## src/rtl/button_debouncer_pkg.sv

```systemverilog
// Shared constants for the button debouncer: board defaults and the
// per-channel counter action type.
package button_debouncer_pkg;

    localparam int unsigned DEFAULT_NUM_BUTTONS      = 4;
    localparam int unsigned DEFAULT_STABLE_TIMER_BIT = 17;  // ~10.9 ms at 12 MHz
    localparam bit          BOARD_ACTIVE_LOW         = 1'b1;

    typedef enum logic [1:0] {
        CNT_CLEAR,
        CNT_COUNT,
        CNT_COMMIT
    } cnt_action_e;

    // Raw pin level of a button that is not pressed.
    function automatic logic released_level(input bit active_low);
        return active_low;
    endfunction

endpackage

```

## src/rtl/button_debouncer_channel.sv

```systemverilog
// One debounced button: 2-flop synchronizer, stability counter, accepted
// level and one-cycle press/release pulses.
module button_debouncer_channel
    import button_debouncer_pkg::*;
#(
    parameter int unsigned STABLE_TIMER_BIT = DEFAULT_STABLE_TIMER_BIT,
    parameter bit          ACTIVE_LOW       = BOARD_ACTIVE_LOW
) (
    input  logic clk,
    input  logic rst,
    input  logic btn_i,
    output logic state_o,
    output logic press_o,
    output logic release_o
);

    localparam int unsigned     CW       = STABLE_TIMER_BIT + 1;
    localparam logic            RELEASED = released_level(ACTIVE_LOW);
    localparam logic [CW-1:0]   CNT_ONE  = CW'(1);

    logic          sync1_q, sync2_q;
    logic          sample;
    logic [CW-1:0] cnt_q, cnt_d;
    logic          state_q, state_d;
    logic          press_q, press_d;
    logic          release_q, release_d;
    cnt_action_e   action;

    // Normalized sample: 1 means pressed, whatever the board polarity.
    assign sample = sync2_q ^ ACTIVE_LOW;

    always_comb begin
        if (sample == state_q)
            action = CNT_CLEAR;
        else if (cnt_q[STABLE_TIMER_BIT])
            action = CNT_COMMIT;
        else
            action = CNT_COUNT;
    end

    always_comb begin
        // NOTE: every output of this block gets a default first, so no path
        // through the case leaves one unassigned and no latch is inferred.
        cnt_d     = cnt_q;
        state_d   = state_q;
        press_d   = 1'b0;
        release_d = 1'b0;
        case (action)
            CNT_CLEAR:  cnt_d = '0;
            CNT_COUNT:  cnt_d = cnt_q + CNT_ONE;
            CNT_COMMIT: begin
                cnt_d     = '0;
                state_d   = sample;
                press_d   = sample;
                release_d = ~sample;
            end
            default:    cnt_d = '0;
        endcase
    end

    // NOTE: all state uses non-blocking assignments so every flop samples
    // pre-edge values and the two synchronizer stages really are two stages.
    always_ff @(posedge clk) begin
        if (rst) begin
            // Loading the released level keeps a button held through reset
            // from looking like a fresh press.
            sync1_q   <= RELEASED;
            sync2_q   <= RELEASED;
            cnt_q     <= '0;
            state_q   <= 1'b0;
            press_q   <= 1'b0;
            release_q <= 1'b0;
        end else begin
            sync1_q   <= btn_i;
            sync2_q   <= sync1_q;
            cnt_q     <= cnt_d;
            state_q   <= state_d;
            press_q   <= press_d;
            release_q <= release_d;
        end
    end

    assign state_o   = state_q;
    assign press_o   = press_q;
    assign release_o = release_q;

endmodule

```

## src/rtl/button_debouncer.sv

```systemverilog
// Multi-button debouncer: one independent channel per pin, outputs
// concatenated into per-button vectors.
module button_debouncer
    import button_debouncer_pkg::*;
#(
    parameter int unsigned NUM_BUTTONS      = DEFAULT_NUM_BUTTONS,
    parameter int unsigned STABLE_TIMER_BIT = DEFAULT_STABLE_TIMER_BIT,
    parameter bit          ACTIVE_LOW       = BOARD_ACTIVE_LOW
) (
    input  logic                   clk,
    input  logic                   rst,
    input  logic [NUM_BUTTONS-1:0] btn_in,
    output logic [NUM_BUTTONS-1:0] btn_state,
    output logic [NUM_BUTTONS-1:0] btn_press,
    output logic [NUM_BUTTONS-1:0] btn_release
);

    for (genvar i = 0; i < NUM_BUTTONS; i++) begin : g_chan
        button_debouncer_channel #(
            .STABLE_TIMER_BIT (STABLE_TIMER_BIT),
            .ACTIVE_LOW       (ACTIVE_LOW)
        ) u_chan (
            .clk       (clk),
            .rst       (rst),
            .btn_i     (btn_in[i]),
            .state_o   (btn_state[i]),
            .press_o   (btn_press[i]),
            .release_o (btn_release[i])
        );
    end

endmodule

```

## config.mk

```make
export PLATFORM = sky130hd
export DESIGN_NAME = button_debouncer
export DESIGN_NICKNAME = d
export VERILOG_FILES = /design/src/rtl/button_debouncer_pkg.sv /design/src/rtl/button_debouncer_channel.sv /design/src/rtl/button_debouncer.sv
export SDC_FILE = /design/constraint.sdc
export NUM_CORES = 1
export LEC_CHECK = 0
export ABC_AREA = 1
export BUFFER_PORTS_ARGS = -buffer_cell sky130_fd_sc_hd__buf_4
export CAP_MARGIN = 20
export CORE_MARGIN = 4
export CORE_UTILIZATION = 60
export DETAILED_ROUTE_END_ITERATION = 6
export PLACE_DENSITY = 0.78
export SKIP_LAST_GASP = 1
export SYNTH_ARGS = -nofsm -noshare
export SYNTH_HDL_FRONTEND = slang
export SYNTH_SLANG_ARGS = --single-unit
```

## constraint.sdc

```tcl
create_clock -name clk -period 1.3 [get_ports clk]
set_input_delay 0.195 -clock clk [delete_from_list [all_inputs] [get_ports clk]]
set_output_delay 0.195 -clock clk [all_outputs]
set_load 0.02 [all_outputs]
```

# [Word level (Yosys, flattened, before mapping)]
# Cells that the tools add are included.
[word_totals] reg_bits=92 latchBits=0 ram_bits=0 mem_bits_ro=0 input_bits=6 output_inout_bits=12 wordCells=68 n_memories=0
[op_classes] add_sub_neg=4 mul=0 div=0 n_lt_le_gt_ge=0 n_eq_ne=12 shifts=0 mux=8 bitwise=12 reduce_logical=8
[ops] cell="$add A18 B1 Y18 const B" count=4
[ops] cell="$mux W2" count=8
[ops] cell="$reduce_or A2 Y1" count=8
[ops] cell="$not A1 Y1" count=12
[ops] cell="$eq A2 B1 Y1 const B" count=4
[ops] cell="$eq A2 B2 Y1 const B" count=4
[ops] cell="$eq A1 B1 Y1" count=4

# [Logic depth before layout (Yosys ltp)]
# Gate-level depths: netlist of run 1.
[logic_depth] depth_word=6 ltp_mapped=8 ltp_nobuf=8

# [Hierarchy]
# A second synthesis of run 1 with hierarchy kept.
[unflattened] hier_cells=616 area_unflattened_um2=4309.1
[by_module_without_submodules] mod="button_debouncer_channel" instances=4 cells_each=154 area_per_inst_um2=1077.3 seq_area_each_um2=460.4

# [Worst setup path before layout of run 1]
# No wires, ideal clock.
[synth_path] path_type="reg-to-reg" from="reg g_chan[3].u_chan.cnt_q[0]" to="reg g_chan[3].u_chan.cnt_q[12]" setup_time_ps=113 arrival_time_ps=1060 required_time_ps=1187 setup_slack_ps=128 stages_incl_launch_ff=7 path_buffers=0 period_less_slack_ps=1172 path_cell_list="dfxtp_1 > ha_1 > nand3_1 > nor2_1 > nand2_1 > nor2_1 > nor2_1"
[synth_via] elab_chain_cells=1
[synth_lines] element="start, declared" line_no="button_debouncer_channel.sv:23" source="logic [CW-1:0] cnt_q, cnt_d;"
[synth_lines] element="start signal, assigned" line_no="button_debouncer_channel.sv:76" source="cnt_q <= cnt_d;"
[synth_lines] element="$add A18 B1 Y18" line_no="button_debouncer_channel.sv:50" source="CNT_COUNT: cnt_d = cnt_q + CNT_ONE;"
# Every way passes these cells.
# A chain may end at the register's enable or synchronous reset.

# [Worst setup path in the final report of run 1]
[layout_path] from="reg g_chan[2].u_chan.cnt_q[7]" to="reg g_chan[2].u_chan.cnt_q[16]"
[layout_via] elab_chain_cells=1
[layout_lines] element="start, declared" line_no="button_debouncer_channel.sv:23"
[layout_lines] element="start signal, assigned" line_no="button_debouncer_channel.sv:76"
[layout_lines] element="$add A18 B1 Y18" line_no="button_debouncer_channel.sv:50"
# Every way passes these cells.

==> summary.txt, run 1 <==
STA
  – Hold WS: 0.0312 ns
  – RSZ-0062 raised after global routing: true
  – Final number of setup-violating endpoints: 0
  – Setup TNS: 0 ns
  – Max-slew headroom: 0.789
  – Max Fclk: 0.789 GHz
  – Clock Skews: 0.0101 ns
  – Final WS setup: 0.0327 ns
  – Tightest Pin Transition: 0.315 ns
  – Hold Vio Cnt, Final: 0
  – Tcrit/Tclk final: 0.975
  – Slew Viols, Final: 0
  – Tmin final: 1.27 ns

Detailed routing
  – DRC Markers: 0
  – DRT Wirelength: 8060 µm
  – 1st-pass router iterations: 4
  – Wire per inst: 10.7 µm
  – Vias post-DR: 3641
  – Final ANT Viol Nets: 0
  – 1st-iter DRT viols: 144
  – Via density: 4.85

Cells and area
  – Post-route insts no fill: 750
  – Most frequent cells in the layout: nand2_1 (165), inv_1 (101), nor2_1 (86)
  – Area growth syn-to-layout: 12.3%
  – Nets: 660
  – Most common cell after layout, fill and taps aside: nand2_1
  – ANT cells: 0
  – Fraction of layout cells with a size suffix above 1: 0.168
  – Final Util: 0.700

Floorplanning
  – Die area: 0.00856 mm²
  – Die Width: 92.5 µm
  – Initial Utilization: 0.624
  – Die Y-Extent: 92.5 µm
  – Top Ports: 18
  – Core area: 0.00687 mm²
  – Rows: 30

Min path
  – HP Class: in -> reg
  – Worst hold endpoint: g_chan[0].u_chan.sync1_q
  – Hold Path Stages: 2
  – Hold path start: btn_in[0]

Synth
  – Netlist cell types: 30
  – Post-synthesis compound-gate area fraction: 0.0678
  – Post-Synth XOR/XNOR Area: 0.00409
  – Mapped cell area: 0.00428 mm²
  – Multiplexer share of the synthesized area: 0
  – Post-synthesis cell count: 627
  – Post-Syn Area per Cell: 6.83 µm²
  – Syn_nets: 637
  – Synth warn: 0
  – Synthesized flop and latch total: 92
  – Post-synthesis adder-cell area fraction: 0.0117
  – Simple-Gate Fraction of Synth Area: 0.359
  – Part of the Yosys area used for sequential elements: 0.430
  – Main combinational cell family by area after synthesis: simple AND/OR/NAND/NOR gates

Critical path
  – CP most frequent cell: nand2_1
  – Critical path's slowest cell: dfxtp_1
  – Setup CP Type: reg -> reg
  – Worst Setup End Kind: flop
  – Worst endpoint data arrival time: 1.52 ns
  – Top Family by Delay on Critical Path: simple AND/OR/NAND/NOR gates
  – Crit-path max FO: 5
  – CP cell instances: nand2_1 -> nor2_2 -> nand3_2 -> inv_1 -> nand2_1 -> nand2_1 -> nor2_1
  – CP max stage delay: 0.43 ns
  – Critical path required time: 1.56 ns
  – R2R cell count: 7
  – Bufs and invs on worst path: 1
  – Startpoint types: flop
  – Reg2reg start: g_chan[2].u_chan.cnt_q[7]
  – FF-to-FF End: g_chan[2].u_chan.cnt_q[16]
  – Register-to-Register Setup Slack: 0.03 ns

Clocking
  – Clk sink count: 92
  – CTS tree: yes
  – Clk root buf: clkbuf_8
  – H-tree depth: 3
  – CTS Buffer Depth: 2
  – Reg clk slew, reported paths: 0.09 ns
  – Cts bufs inserted: 9
  – Worst skew pair latency: 0.35 ns

Global routing
  – Vias in the first global route: 3294
  – Initial antenna violation count: 0
  – Largest net degree at the start of global routing: 14
  – First-pass GRT wire length: 14000 µm
  – All-Layer GR Usage: 0.198
  – Grt total ovfl: 0

Power
  – Lkg Pwr: 1.96 nW
  – PwrDens: 997 mW/mm²
  – VDD IR-drop max: 0.500 mV

Place
  – # placed instances: 733
  – RD Place Congestion: 0.836
  – DP HPWL: 5760 µm
  – Worst slack, placed: -0.00422 ns
  – Port Buffers: 17

Outcome
  – Outcome: complete, no violations

Run
  – Maxcap violations: 0
## synth_stat cells
cell type    n  area, µm²
nor2_4       3       33.8
nand2_2      2       12.5
buf_6        4       45.0
nor2_2       8       50.1
o21ai_0     12       60.1
nor3_4       1       16.3
nand2_1    167        627
or2_0        1       6.26
nand4_1     10       62.6
nor3b_2      1       12.5
dfxtp_1     92       1840
or2_2       12       75.1
clkinv_2     1       5.00
nor3_1       7       35.0
nand3_2      4       40.0
nor2_1      96        360
nor3b_1      3       22.5
clkbuf_1     1       3.75
o21bai_1     6       45.0
o211ai_1     2       15.0
xor2_1       1       8.76
buf_4       12       90.1
xnor2_1      1       8.76
a211oi_1     2       15.0
nor3_2       1       10.0
inv_2        5       18.8
inv_1      102        383
a21oi_1     31        155
ha_1         4       50.1
nand3_1     35        175
## flip-flops by register name, indices dropped and copies added, names as in the netlist
register / cells
g_chan.u_chan.release_o: 4
g_chan.u_chan.sync2_q: 4
g_chan.u_chan.press_o: 4
g_chan.u_chan.cnt_q: 72
g_chan.u_chan.sync1_q: 4
g_chan.u_chan.state_o: 4
## how the worst max path moves through the flow
| stage | from | endpoint | slack (ns) | depth (start not counted) |
|---|---|---|---|---|
| 3_5_place_dp | g_chan[2].u_chan.cnt_q[0] | g_chan[2].u_chan.cnt_q[16] | -0.004 | 8 |
| 4_1_cts | g_chan[2].u_chan.cnt_q[0] | g_chan[2].u_chan.cnt_q[10] | 0.003 | 8 |
| 6_report | g_chan[2].u_chan.cnt_q[7] | g_chan[2].u_chan.cnt_q[16] | 0.03 | 7 |
| 5_1_grt | g_chan[1].u_chan.cnt_q[1] | g_chan[1].u_chan.cnt_q[12] | -0.08 | 8 |
| 3_3_place_gp | g_chan[1].u_chan.state_o | g_chan[1].u_chan.cnt_q[14] | 0.05 | 8 |
| 2_1_floorplan | g_chan[3].u_chan.cnt_q[0] | g_chan[3].u_chan.cnt_q[12] | 0.13 | 6 |
## timing repair
item / CTS / global route
hold buffers: 0 / 0
endpoints found under the setup margin: 4 / 40
gates cloned: 0 / 0
buffers inserted: 0 / 2
pin swaps: 0 / 4
gates resized for setup: 4 / 38
endpoints found under the hold margin: 0 / 0
## stage by stage
step                      instance area [µm²]  power, mW
final                                    4810       4.80
after global routing                     4810       4.98
after CTS                                4680       4.85
after detailed placement                 4480       3.00
after global placement                   4480       2.99
after floorplan                          4280       2.96
## report_power, final
group | leakage [nW] | internal [mW] | switching (mW) | total (mW)
Combinational | 1.12 | 0.0416 | 0.0548 | 0.0964
Sequential | 0.747 | 2.83 | 0.00862 | 2.84
Clock | 0.0935 | 0.932 | 0.928 | 1.86
Total | 1.96 | 3.80 | 0.992 | 4.80
## kinds of logic after synthesis
logic type / after synthesis
AOI/OAI and AO/OA: 53
xor gates and xnor gates: 2
DFF: 92
and+or+nand+nor: 351
buffers and inverters: 125
adders and majority gates: 4
## metal layers
layer / share of wire / wire (µm) / vias up / global-route usage
li1: - / - / 1964 / -
met1: 0.48 / 3880 / 1600 / 0.256
met2: 0.46 / 3730 / 63 / 0.320
met3: 0.040 / 325 / 14 / 0.0382
met4: 0.016 / 127 / 0 / 0.0928
met5: 0 / 0 / - / 0
## layout make-up
type,instances,area (µm²)
clock buffer,13,149
clock inverter,2,35.0
fill,584,2060
inverter,108,409
multi-input combinational,410,2020
sequential,92,1850
tap,96,120
timing repair buffer,29,230
Power figures use the tool's default switching activity.
==> run 2, diff against run 1 <==
ABC_AREA = unset   (was 1)
==> summary.txt, run 2 <==
Outcome
  – Outcome: finished with violations
  – Violated checks: setup timing

Floorplanning
  – Die area: 0.00757 mm² (-12%)
  – Die Y-Extent: 87 µm (-5.9%)
  – Top Ports: 18 (unchanged)
  – Rows: 28 (-6.7%)
  – Die Width: 87 µm (-5.9%)
  – Initial Utilization: 0.625 (+0.00143)
  – Core area: 0.00599 mm² (-13%)

Critical path
  – Critical path's slowest cell: or4_1
  – Worst endpoint data arrival time: 1.96 ns (+0.44 ns)
  – Worst Setup End Kind: flop
  – Startpoint types: flop
  – Critical path required time: 1.60 ns (+0.04 ns)
  – Setup CP Type: reg -> reg
  – Bufs and invs on worst path: 0 (-1)
  – CP cell instances: ha_4 -> nand2_2 -> or3_4 -> or4_1 -> a21oi_1
  – Top Family by Delay on Critical Path: simple AND/OR/NAND/NOR gates
  – Crit-path max FO: 4 (-1)
  – Reg2reg start: g_chan[0].u_chan.cnt_q[1]
  – Crit. Startpoint: g_chan[0].u_chan.cnt_q[1]
  – CP max stage delay: 0.43 ns (about the same)

Min path
  – HP Class: in -> reg
  – Hold path start: btn_in[0]

Detailed routing
  – 1st-iter DRT viols: 160 (+11%)
  – Final ANT Viol Nets: 0 (unchanged)
  – 1st-pass router iterations: 4 (unchanged)
  – DRT Wirelength: 10200 µm (+27%)
  – Wire per inst: 17.1 µm (+59%)
  – Via density: 5.69 (+17%)
  – Vias post-DR: 3404 (-6.5%)
  – DRC Markers: 0 (unchanged)

Global routing
  – First-pass GRT wire length: 14400 µm (+3.4%)
  – All-Layer GR Usage: 0.239 (+0.0402)
  – Largest net degree at the start of global routing: 16 (+2)
  – Vias in the first global route: 3274 (-0.61%)
  – Initial antenna violation count: 0 (unchanged)
  – Grt total ovfl: 0 (unchanged)

Synth
  – Count leader, synth: dfxtp_1
  – Syn_nets: 420 (-34%)
  – Synth async-reset ratio: 0 (unchanged)
  – Cell taking the most area after synthesis: dfxtp_1
  – EDFF count, synth: 0 (unchanged)
  – Area contributors post-synth: dfxtp_1 (49%), xnor2_1 (6.5%), nor2_1 (5.5%)
  – Synth warn: 0 (unchanged)
  – Top_reg_cell synth: dfxtp_1
  – Top-area cell type share of the netlist area: 0.492 (+0.0619)
  – Netlist cell types: 36 (+20%)
  – Post-synthesis cell count: 410 (-35%)
  – Mapped cell area: 0.00374 mm² (-13%)
  – Top cells by count, synth: dfxtp_1 (92), nor2_1 (55), nand2_1 (28), xnor2_1 (28), nand3_1 (27)
  – Synthesized flop and latch total: 92 (unchanged)
  – Post-Syn Area per Cell: 9.13 µm² (+34%)
  – Part of the Yosys area used for sequential elements: 0.492 (+0.0619)

STA
  – Tmin final: 1.66 ns (+0.392 ns)
  – Slew Viols, Final: 0 (unchanged)
  – Tcrit/Tclk final: 1.28 (+0.301)
  – Hold Vio Cnt, Final: 0 (unchanged)
  – Max-slew headroom: 0.734 (-0.0550)
  – Max Fclk: 0.603 GHz (-24%)
  – Final number of setup-violating endpoints: 23 (+23)
  – Final WS setup: -0.359 ns (-0.392 ns)
  – Clock Skews: 0.0116 ns (+0.00142 ns)
  – RSZ-0062 raised after global routing: true
  – Tightest Pin Transition: 0.396 ns (+0.0807 ns)

Power
  – Tot Pwr: 4.93 mW (+2.9%)
  – Lkg Pwr: 2.08 nW (+6.0%)
  – PwrDens: 933 mW/mm² (-6.4%)
  – VDD IR-drop max: 0.899 mV (+80%)

Cells and area
  – Top reg by flops: g_chan.u_chan.cnt_q
  – Max reg flops: 72 (unchanged)
  – Nets: 528 (-20%)
  – Most frequent cells in the layout: buf_4 (109), dfxtp_1 (66), nor2_1 (53)
  – Fraction of layout cells with a size suffix above 1: 0.430 (+0.262)
  – Area growth syn-to-layout: 41.2%
  – Most common cell after layout, fill and taps aside: buf_4
  – Fill count: 281 (-52%)
  – ANT cells: 0 (unchanged)
  – Post-route design area: 0.00529 mm² (+9.9%)

Clocking
  – H-tree depth: 3 (unchanged)
  – CTS Buffer Depth: 2 (unchanged)
  – CTS tree: yes
  – Cts bufs inserted: 9 (unchanged)
  – Clk sink count: 92 (unchanged)
  – Clk root buf: clkbuf_8
  – Reg clk slew, reported paths: 0.09 ns (about the same)
  – Worst skew pair latency: 0.36 ns (about the same)
  – Hold Buf Count CTS: 0 (unchanged)

Place
  – Port Buffers: 17 (unchanged)
  – DP HPWL: 5320 µm (-7.7%)
  – Dpl cell area: 0.00451 mm² (+0.67%)
  – RD Place Congestion: 0.727 (-13%)

Run
  – Maxcap violations: 0 (unchanged)
[run 2: changes by cell type after synthesis, moves of 7 or more]
cell,delta
nand2_1,-139
xor2_1,+15
nor2_1,-41
clkbuf_1,+7
a21oi_1,-19
or3_1,+13
nor4_1,+11
xnor2_1,+27
inv_1,-94
nor3_1,+8
nand3_1,-8
nor2_2,-8
[run 2: power by group]
group,switching [mW],internal (mW)
clock network,1.00,0.989
registers,0.00836,2.83
logic,0.0561,0.0514
total,1.07,3.87
[run 2: layout make-up]
| cell class | count | area (µm²) | area share |
|---|---|---|---|
| Inverter | 8 | 30.0 | 0.00568 |
| Multi-Input combinational cell | 288 | 2150 | 0.407 |
| Clock buffer | 12 | 155 | 0.0293 |
| Tap cell | 75 | 93.8 | 0.0177 |
| Clock inverter | 4 | 47.5 | 0.00899 |
| Sequential cell | 92 | 1880 | 0.355 |
| Timing Repair Buffer | 119 | 931 | 0.176 |
[run 2: routing by layer]
layer / wire, µm / track usage / vias up
met1: 4070 / 0.277 / 1641
met4: 299 / 0.122 / 0
met3: 426 / 0.0322 / 28
met2: 5420 / 0.426 / 109
met5: 0 / 0 / -
li1: - / - / 1626
[run 2: per-stage QoR]
step,util,TNS [ns],setup slack [ns],hold WS (ns),cells
final,0.883,-1.95,-0.359,0.0294,598
after global routing,0.883,-3.71,-0.388,0.0294,598
after CTS,0.813,-0.923,-0.234,0.0177,581
after detailed placement,0.753,-1.03,-0.232,0.392,561
after global placement,0.753,-0.456,-0.185,0.387,561
after floorplan,-,-0.669,-0.218,0.299,410
[run 2: kinds of logic after synthesis]
group | Yosys count | share of synthesized area
muxes | 3 | 0.00802
DFF | 92 | 0.492
AOI/OAI and AO/OA | 33 | 0.0525
adders and majority gates | 4 | 0.0134
and+or+nand+nor | 204 | 0.287
buffers and inverters | 30 | 0.0441
xor gates and xnor gates | 44 | 0.103
[run 2: path summary, 6_finish.rpt]
path                                 to  slack, ns  cells past startpoint
max          g_chan[0].u_chan.cnt_q[16]      -0.36                      5
min            g_chan[0].u_chan.sync1_q       0.03                      2
max reg2reg  g_chan[0].u_chan.cnt_q[16]      -0.36                      5
min reg2reg    g_chan[0].u_chan.sync2_q       0.42                      1
[run 2: worst reg2reg max path, cell delays in order (launching register included)]
cell	delay [ns]
dfxtp_2	0.37
ha_4	0.15
nand2_2	0.07
or3_4	0.42
or4_1	0.43
a21oi_1	0.16
[run 2: what timing repair did]
action                     in CTS  in global routing
pin swaps                       5                 36
setup endpoints to repair      25                 48
setup buffers                   5                 18
resized for setup              31                 59
==> run 3, diff against run 2 <==
CAP_MARGIN = unset   (was 20)
CORE_MARGIN = 5   (was 4)
==> summary.txt, run 3 (same netlist as run 2, synthesis figures left out) <==
Min path
  – HP Class: in -> reg
  – Hold path start: btn_in[2]

Detailed routing
  – 1st-iter DRT viols: 255 (+59%)
  – Wire per inst: 17.3 µm (+1.4%)
  – Final ANT Viol Nets: 0 (unchanged)
  – DRT Wirelength: 10200 µm (about the same)
  – Via density: 5.92 (+4.1%)
  – 1st-pass router iterations: 5 (+1)
  – DRC Markers: 0 (unchanged)
  – Vias post-DR: 3495 (+2.7%)

Clocking
  – Cts bufs inserted: 9 (unchanged)
  – Worst skew pair latency: 0.36 ns (about the same)
  – CTS Buffer Depth: 2 (unchanged)
  – Clk sink count: 92 (unchanged)
  – Hold Buf Count CTS: 0 (unchanged)
  – Clk root buf: clkbuf_8
  – H-tree depth: 3 (unchanged)
  – Reg clk slew, reported paths: 0.09 ns (about the same)
  – CTS tree: yes

Power
  – Lkg Pwr: 2.02 nW (-2.8%)
  – PwrDens: 1050 mW/mm² (+13%)
  – Tot Pwr: 5.50 mW (+11%)
  – VDD IR-drop max: 1.09 mV (+21%)

Global routing
  – All-Layer GR Usage: 0.230 (-0.00916)
  – Vias in the first global route: 3278 (+0.12%)
  – Grt total ovfl: 0 (unchanged)
  – Initial antenna violation count: 0 (unchanged)
  – Most Crowded Layer GR: met2
  – First-pass GRT wire length: 14300 µm (-1.1%)
  – Largest net degree at the start of global routing: 16 (unchanged)
  – Routing usage on met2: 0.408 (-0.0183)
  – Met1 Use GR: 0.265 (-0.0111)
  – Met3 Track Usage GR: 0.0378 (+0.00562)

Cells and area
  – Top reg by flops: g_chan.u_chan.cnt_q
  – Max reg flops: 72 (unchanged)
  – Nets: 520 (-1.5%)
  – Most frequent cells in the layout: buf_4 (104), dfxtp_1 (65), nor2_1 (51)
  – Most common cell after layout, fill and taps aside: buf_4
  – ANT cells: 0 (unchanged)
  – Post-route design area: 0.00522 mm² (-1.2%)
  – Fraction of layout cells with a size suffix above 1: 0.425 (-0.00497)
  – Area growth syn-to-layout: 39.5%

Place
  – DP HPWL: 5350 µm (+0.69%)
  – Port Buffers: 17 (unchanged)
  – Dpl cell area: 0.00453 mm² (+0.50%)
  – RD Place Congestion: 0.792 (+8.9%)
  – Worst slack, placed: -0.215 ns (+0.0170 ns)

Floorplanning
  – Core area: 0.00599 mm² (unchanged)
  – Top Ports: 18 (unchanged)
  – Die Y-Extent: 89 µm (+2.3%)
  – Initial Utilization: 0.625 (unchanged)
  – Die area: 0.00792 mm² (+4.7%)
  – Rows: 28 (unchanged)
  – Die Width: 89 µm (+2.3%)

STA
  – Hold WS: 0.0126 ns (-0.0168 ns)
  – Tcrit/Tclk final: 1.20 (-0.0761)
  – RSZ-0062 raised after global routing: true
  – Setup TNS: -2.25 ns (-0.301 ns)
  – Max-slew headroom: 0.656 (-0.0786)
  – Final number of setup-violating endpoints: 21 (-8.7%)
  – Final WS setup: -0.260 ns (+0.0990 ns)
  – Hold Vio Cnt, Final: 0 (unchanged)
  – Tmin final: 1.56 ns (-0.0990 ns)
  – Tightest Pin Transition: 0.509 ns (+0.114 ns)
  – Max Fclk: 0.641 GHz (+6.3%)
  – Clock Skews: 0.00478 ns (-0.00678 ns)
  – Slew Viols, Final: 0 (unchanged)

Outcome
  – Violated checks: setup timing
  – Outcome: finished with violations

Critical path
  – Crit-path max FO: 4 (unchanged)
  – Worst Setup End Kind: flop
  – Worst endpoint data arrival time: 1.85 ns (-0.11 ns)
  – Critical path required time: 1.59 ns (about the same)
  – Reg2reg start: g_chan[0].u_chan.cnt_q[1]
  – Startpoint types: flop
  – Crit. Startpoint: g_chan[0].u_chan.cnt_q[1]
  – Setup CP Type: reg -> reg

Run
  – Maxcap violations: 0 (unchanged)
## run 3: final timing paths
kind,to,slack [ns],depth (start not counted)
setup / recovery,g_chan[0].u_chan.cnt_q[16],-0.26,5
hold / removal,g_chan[2].u_chan.sync1_q,0.01,2
setup reg to reg,g_chan[0].u_chan.cnt_q[16],-0.26,5
hold reg to reg,g_chan[0].u_chan.sync2_q,0.42,1
## run 3: metrics by stage
step / util / instances
3_5_place_dp: 0.757 / 564
4_1_cts: 0.819 / 582
5_1_grt: 0.872 / 590
6_report: 0.872 / 590
2_1_floorplan: - / 410
3_3_place_gp: 0.757 / 564
## run 3: metal layers
layer / vias up / share of wire
met5: - / 0
li1: 1616 / -
met2: 168 / 0.49
met4: 0 / 0.039
met1: 1669 / 0.40
met3: 42 / 0.064
## run 3: worst max-delay path, cell delays in order, from the launching register on
cell	delay, ns
dfxtp_2	0.37
ha_4	0.15
nand2_2	0.06
or3_4	0.35
or4_4	0.44
a21oi_2	0.14
## run 3: report_power, final
part	total, mW	switching [mW]	internal [mW]
sequential	2.84	0.0108	2.83
combinational	0.103	0.0536	0.0494
clock	2.56	1.03	1.53
total	5.50	1.09	4.40
## run 3: final cells by class
class	count	area (µm²)
multi-input combinational	288	2090
timing repair buffer	111	860
tap	75	93.8
fill	277	767
clock buffer	10	138
clock inverter	6	134
sequential	92	1880
inverter	8	30.0
## run 3: what timing repair did
action	in CTS	in global routing
buffers inserted	2	8
hold endpoints to repair	0	0
resized for setup	20	62
endpoints found under the setup margin	25	50
pin swaps	8	27
